--- src/rtl/ex_muldiv_stage.sv ---
// Execute stage: single-cycle ALU plus iterative multiply/divide unit.
// Ports: clk, rst, i_valid/i_op/i_a/i_b/i_rd_addr/i_stall/i_flush in; o_busy, o_valid/o_result/o_rd_addr out.
module ex_muldiv_stage #(
  parameter int XLEN       = 32,
  parameter int MUL_CYCLES = 2
) (
  input  logic            clk,
  input  logic            rst,
  input  logic            i_valid,
  input  logic [4:0]      i_op,
  input  logic [XLEN-1:0] i_a,
  input  logic [XLEN-1:0] i_b,
  input  logic [4:0]      i_rd_addr,
  input  logic            i_stall,
  input  logic            i_flush,
  output logic            o_busy,
  output logic            o_valid,
  output logic [XLEN-1:0] o_result,
  output logic [4:0]      o_rd_addr
);

  localparam int SW = $clog2(XLEN);
  localparam int CW = $clog2(XLEN + 1) + 1;

  typedef enum logic {
    S_IDLE,
    S_BUSY
  } state_t;

  state_t          r_state;
  state_t          w_state_nxt;
  logic [CW-1:0]   r_cnt;
  logic [CW-1:0]   w_cnt_nxt;

  logic [4:0]      r_op;
  logic [4:0]      r_rd;
  logic [XLEN-1:0] r_a;
  logic [XLEN-1:0] r_b;
  logic [XLEN-1:0] r_quo;
  logic [XLEN-1:0] r_rem;
  logic [XLEN-1:0] r_dvs;
  logic            r_neg_q;
  logic            r_neg_r;

  logic            r_valid;
  logic [XLEN-1:0] r_result;
  logic [4:0]      r_rd_out;

  logic            w_is_md;
  logic            w_is_div;
  logic            w_sdiv;
  logic            w_accept;
  logic            w_done;
  logic [XLEN-1:0] w_alu;
  logic [SW-1:0]   w_sh;

  assign w_is_md  = (i_op >= 5'd10) && (i_op <= 5'd17);
  assign w_is_div = (i_op >= 5'd14) && (i_op <= 5'd17);
  assign w_sdiv   = (i_op == 5'd14) || (i_op == 5'd16);
  assign w_accept = (r_state == S_IDLE) && i_valid && w_is_md
                  && !i_stall && !i_flush;
  assign w_done   = (r_state == S_BUSY) && (r_cnt == '0);
  assign w_sh     = i_b[SW-1:0];

  // Single-cycle ALU
  always_comb begin
    w_alu = i_a + i_b;
    case (i_op)
      5'd1:    w_alu = i_a - i_b;
      5'd2:    w_alu = i_a << w_sh;
      5'd3:    w_alu = {{(XLEN-1){1'b0}}, $signed(i_a) < $signed(i_b)};
      5'd4:    w_alu = {{(XLEN-1){1'b0}}, i_a < i_b};
      5'd5:    w_alu = i_a ^ i_b;
      5'd6:    w_alu = i_a >> w_sh;
      5'd7:    w_alu = $signed(i_a) >>> w_sh;
      5'd8:    w_alu = i_a | i_b;
      5'd9:    w_alu = i_a & i_b;
      default: w_alu = i_a + i_b;
    endcase
  end

  // Multiply from latched operands; 2*XLEN-wide extension keeps
  // the full product exact for every signedness combination.
  logic            w_sa;
  logic            w_sb;
  logic [2*XLEN-1:0] w_ma;
  logic [2*XLEN-1:0] w_mb;
  logic [2*XLEN-1:0] w_prod;

  assign w_sa   = (r_op == 5'd11) || (r_op == 5'd12);
  assign w_sb   = (r_op == 5'd11);
  assign w_ma   = {{XLEN{w_sa & r_a[XLEN-1]}}, r_a};
  assign w_mb   = {{XLEN{w_sb & r_b[XLEN-1]}}, r_b};
  assign w_prod = w_ma * w_mb;

  // Restoring divide step on magnitudes
  logic [XLEN:0]   w_shr;
  logic [XLEN:0]   w_diff;
  logic [XLEN-1:0] w_q;
  logic [XLEN-1:0] w_r;

  assign w_shr  = {r_rem, r_quo[XLEN-1]};
  assign w_diff = w_shr - {1'b0, r_dvs};
  assign w_q    = r_neg_q ? (~r_quo + 1'b1) : r_quo;
  assign w_r    = r_neg_r ? (~r_rem + 1'b1) : r_rem;

  logic [XLEN-1:0] w_md;
  always_comb begin
    w_md = w_prod[XLEN-1:0];
    case (r_op)
      5'd11, 5'd12, 5'd13: w_md = w_prod[2*XLEN-1:XLEN];
      5'd14, 5'd15:        w_md = w_q;
      5'd16, 5'd17:        w_md = w_r;
      default:             w_md = w_prod[XLEN-1:0];
    endcase
  end

  // FSM next state and busy
  always_comb begin
    w_state_nxt = r_state;
    w_cnt_nxt   = r_cnt;
    o_busy      = 1'b0;
    if (i_flush) begin
      w_state_nxt = S_IDLE;
      w_cnt_nxt   = '0;
    end else begin
      case (r_state)
        S_IDLE: begin
          if (w_accept) begin
            o_busy      = 1'b1;
            w_state_nxt = S_BUSY;
            w_cnt_nxt   = w_is_div ? CW'(XLEN) : CW'(MUL_CYCLES - 1);
          end
        end
        S_BUSY: begin
          if (r_cnt != '0) begin
            o_busy    = 1'b1;
            w_cnt_nxt = r_cnt - 1'b1;
          end else if (i_stall) begin
            o_busy = 1'b1;
          end else begin
            w_state_nxt = S_IDLE;
          end
        end
        default: w_state_nxt = S_IDLE;
      endcase
    end
    if (rst) o_busy = 1'b0;
  end

  always_ff @(posedge clk or posedge rst) begin
    if (rst) begin
      r_state <= S_IDLE;
      r_cnt   <= '0;
    end else begin
      r_state <= w_state_nxt;
      r_cnt   <= w_cnt_nxt;
    end
  end

  // Operand latch and divide iterations
  always_ff @(posedge clk or posedge rst) begin
    if (rst) begin
      r_op    <= '0;
      r_rd    <= '0;
      r_a     <= '0;
      r_b     <= '0;
      r_quo   <= '0;
      r_rem   <= '0;
      r_dvs   <= '0;
      r_neg_q <= 1'b0;
      r_neg_r <= 1'b0;
    end else if (w_accept) begin
      r_op    <= i_op;
      r_rd    <= i_rd_addr;
      r_a     <= i_a;
      r_b     <= i_b;
      r_rem   <= '0;
      r_quo   <= (w_sdiv && i_a[XLEN-1]) ? (~i_a + 1'b1) : i_a;
      r_dvs   <= (w_sdiv && i_b[XLEN-1]) ? (~i_b + 1'b1) : i_b;
      // Divide by zero keeps the all-ones quotient unsigned
      r_neg_q <= w_sdiv && (i_a[XLEN-1] ^ i_b[XLEN-1]) && (i_b != '0);
      r_neg_r <= w_sdiv && i_a[XLEN-1];
    end else if ((r_state == S_BUSY) && (r_cnt != '0) && (r_op >= 5'd14)) begin
      if (!w_diff[XLEN]) begin
        r_rem <= w_diff[XLEN-1:0];
        r_quo <= {r_quo[XLEN-2:0], 1'b1};
      end else begin
        r_rem <= w_shr[XLEN-1:0];
        r_quo <= {r_quo[XLEN-2:0], 1'b0};
      end
    end
  end

  // EX/MEM output register
  always_ff @(posedge clk or posedge rst) begin
    if (rst) begin
      r_valid  <= 1'b0;
      r_result <= '0;
      r_rd_out <= '0;
    end else if (!i_stall) begin
      if (i_flush) begin
        r_valid <= 1'b0;
      end else if (w_done) begin
        r_valid  <= 1'b1;
        r_result <= w_md;
        r_rd_out <= r_rd;
      end else if ((r_state == S_IDLE) && i_valid && !w_is_md) begin
        r_valid  <= 1'b1;
        r_result <= w_alu;
        r_rd_out <= i_rd_addr;
      end else begin
        r_valid <= 1'b0;
      end
    end
  end

  assign o_valid   = r_valid;
  assign o_result  = r_result;
  assign o_rd_addr = r_rd_out;

endmodule

--- config.mk ---
export PLATFORM = sky130hd
export DESIGN_NAME = ex_muldiv_stage
export DESIGN_NICKNAME = d
export VERILOG_FILES = /design/src/rtl/ex_muldiv_stage.sv
export SDC_FILE = /design/constraint.sdc
export NUM_CORES = 2
export LEC_CHECK = 0
export ABC_AREA = 1
export BUFFER_PORTS_ARGS = -buffer_cell sky130_fd_sc_hd__buf_2
export CORE_AREA = 2 2 388 313
export CTS_CLUSTER_SIZE = 20
export DETAILED_ROUTE_END_ITERATION = 16
export DIE_AREA = 0 0 390 315
export PLACE_DENSITY = 0.77
export SYNTH_ARGS = -nofsm -noshare
export SYNTH_HDL_FRONTEND = slang
export SYNTH_SLANG_ARGS = --single-unit
--- constraint.sdc ---
create_clock -name clk -period 14.7 [get_ports clk]
set_input_delay 0.735 -clock clk [delete_from_list [all_inputs] [get_ports clk]]
set_output_delay 0.735 -clock clk [all_outputs]
set_load 0.005 [all_outputs]
==> flow_summary.yaml <==
synth:
  synth_area_sq_mm: 0.0651
  synthFlopType: "dfrtp_1"
  synth_top_family_by_area: "adder cells"
  synthSimpleGateAreaFrac_pct: 26.8
  synth_cell_types: 61
  netlist_instances: 9458
  netlist.area_leader.share_pct: 34.7
  synth_mux_area_share_pct: 0.0480
  ys_warn_count: 0
  synth.yosys.seq_area_share_pct: 8.34
  synth_xor_area_share_pct: 0.968
  synth_edf_count: 0
  synth-async-reset-ratio_pct: 100
  syn_nets: 11000
  synth_compound_area_share_pct: 7.42
  syn_area_per_cell_sq_um: 6.89
  netlist_top_cells_area: "fa_1, nand2_1, inv_1, dfrtp_1, ha_1"
  yosys.area.top_type: "fa_1"
  synth-adder-area-share_pct: 41.3
  ys_ff_latch: 217
global_routing:
  grt_usage_pct: 45.9
  top_usage_layer: "met1"
  grt_overflow: 0
  grt_antenna_before_repair: 18
  use_met1_pct: 65.3
  grtUsageMet3_pct: 17.0
  grt_pass1_wl_mm: 415
  grt_max_degree: 76
  grt_pass1_vias: 62900
  globalRouteMet2Util_pct: 63.6
placed_design:
  place_congestion: 1.10
  port_buffers: 117
  dp_hpwl_mm: 231
  pre_cts_slack_ns: 4.87
  dp_cells: 10800
  dpl_cell_area_sq_mm: 0.0667
clock_network:
  clk_latency_ns: 0.63
  postCtsSetupBuffers: 0
  hold_buffers: 0
  clock_sinks: 217
  cts_max_level: 1
  tritoncts: "built"
  numCtsBuffers: 27
  clockBufferDepth: 3
  path_clk_slew_ns: 0.07
  cts_root_buf: "clkbuf_16"
  post_cts_resized: 0
sta:
  slew_viol_final: 0
  relSlewSlack_pct: 22.5
  hold_violations: 0
  worst_slack_ns: 4.79
  min_period_ns: 9.91
  final-setup-viol-count: 0
  worstMarginPinSlew_ns: 1.16
  fin_setup_tns_ns: 0
  fin_skew_ns: 0.0352
  fmax_ghz: 0.101
  rsz0062_at_grt: "false"
  fin_crit_sh_pct: 67.4
route:
  drt-total-wl_mm: 282
  avgViaCountPerCell: 5.94
  vias: 64500
  wl_per_cell_um: 25.9
  drt_first_pass_iters: 7
  drtAntennaViolNets: 0
  drt_iter0_drc: 8556
  remaining_drc_errors: 0
floorplan:
  ioPinCount: 118
  start_util_pct: 54.5
  die_area_sq_mm: 0.123
  die_w_um: 390
  num_rows: 114
  core_area_sq_mm: 0.120
  fp.dieH_um: 315
critical_path:
  cp-start-kind: "flip-flop"
  path_max_fanout: 18
  worstSetupPathType: "reg -> reg"
  required_ns: 15.19
  r2r_start: "r_op[2]$_DFFE_PP0P_"
  end_kind: "flip-flop"
  cp_common_cell: "nand2_1"
  worst_ep_arrival_time_ns: 10.40
  cp-startpoint: "r_op[2]$_DFFE_PP0P_"
  cp_top_family: "adder cells"
  slowest_stage: "fa_1"
  critical_path_buf_inv_count: 6
  worst_path_largest_cell_delay_ns: 0.76
layout:
  final_nets: 10800
  area_delta_synth_final_pct: 3.84
  drive_gt1_share_pct: 3.73
  stdcell_area_sq_mm: 0.0676
  stdcell_count: 10900
worst_hold_path:
  min_path_type: "in -> async"
flow_run:
  maxCapViolations: 0
status:
  status: "complete, no violations"
[synthesized netlist by cell type (9+ instances only)]
library cell / number
o21ai_1: 18
nand3_1: 604
o22ai_1: 39
a211oi_1: 9
and2_1: 14
inv_1: 2114
nor4_1: 12
o21a_1: 21
o21ai_0: 362
buf_2: 80
clkbuf_1: 314
nor3_1: 63
nand2_1: 2778
fa_1: 1128
buf_4: 13
nand4_1: 92
nor2_1: 596
a31oi_1: 19
ha_1: 347
xor2_1: 54
nor2_4: 9
a21oi_1: 297
o21bai_1: 24
inv_2: 24
buf_1: 25
xnor2_1: 18
o211ai_1: 44
dfrtp_1: 217
nand3b_1: 28
[cell usage in the layout, fill, tap and decap left out, types with 54 or more instances in the layout]
| master | count |
|---|---|
| xor2_1 | 54 |
| buf_2 | 117 |
| nand3_1 | 603 |
| dfrtp_1 | 209 |
| a21oi_1 | 297 |
| o21ai_0 | 360 |
| nand2_1 | 2778 |
| ha_1 | 347 |
| inv_1 | 2113 |
| buf_4 | 102 |
| fa_1 | 1128 |
| nor3_1 | 63 |
| nor2_1 | 595 |
| nand4_1 | 92 |
[logic make-up after synthesis]
logic type      count (synthesis)
simple gates                 4240
xor+xnor                       72
flops                         217
compound gates                875
buf+inv                      2576
mux                             3
fa+ha+maj                    1475
[metal layers]
layer  up-vias  wire length [um]
met1     31300            114000
met2      4617            112000
met3       673             42900
li1      27900                 -
met5         -               184
met4        20             12400
[worst paths after layout]
kind	endpoint	slack (ns)	depth (start not counted)
hold reg to reg	r_rd[0]$_DFFE_PP0P_	0.48	2
max in group asynchronous	r_b[6]$_DFFE_PP0P_	13.16	4
min in group clk	r_rd[0]$_DFFE_PP0P_	0.35	3
setup / recovery	o_result[20]$_DFFE_PP0P_	4.79	34
setup reg to reg	o_result[20]$_DFFE_PP0P_	4.79	34
hold / removal	r_rem[30]$_DFFE_PP0P_	0.14	2
[area by class of cell]
cell class	count	area, sq um
Antenna cell	4	10.0
Clock buffer	35	756
Clock inverter	15	143
Fill cell	11300	51900
Inverter	2144	8060
Multi-Input combinational cell	6665	49900
Sequential cell	217	5440
Tap cell	1566	1960
Timing Repair Buffer	220	1370
[registers in the layout (all words and copies together) (netlist names)]
name       count
o_result      32
r_op           5
r_a           32
r_rd           5
r_state        1
r_cnt          7
r_b           32
r_quo         32
o_valid        1
o_rd_addr      5
r_neg_q        1
r_rem         32
r_neg_r        1
r_dvs         31
[through the flow]
stage / util, % / hold WS (ns)
after global placement: 55.8 / 0.453
after CTS: 56.6 / 0.138
after global routing: 56.6 / 0.173
after detailed placement: 55.8 / 0.460
final: 56.6 / 0.140
after floorplan: - / 0.442
Power is not shown: default switching activity piles up to over one toggle a cycle in this logic, so the estimate is an artifact.
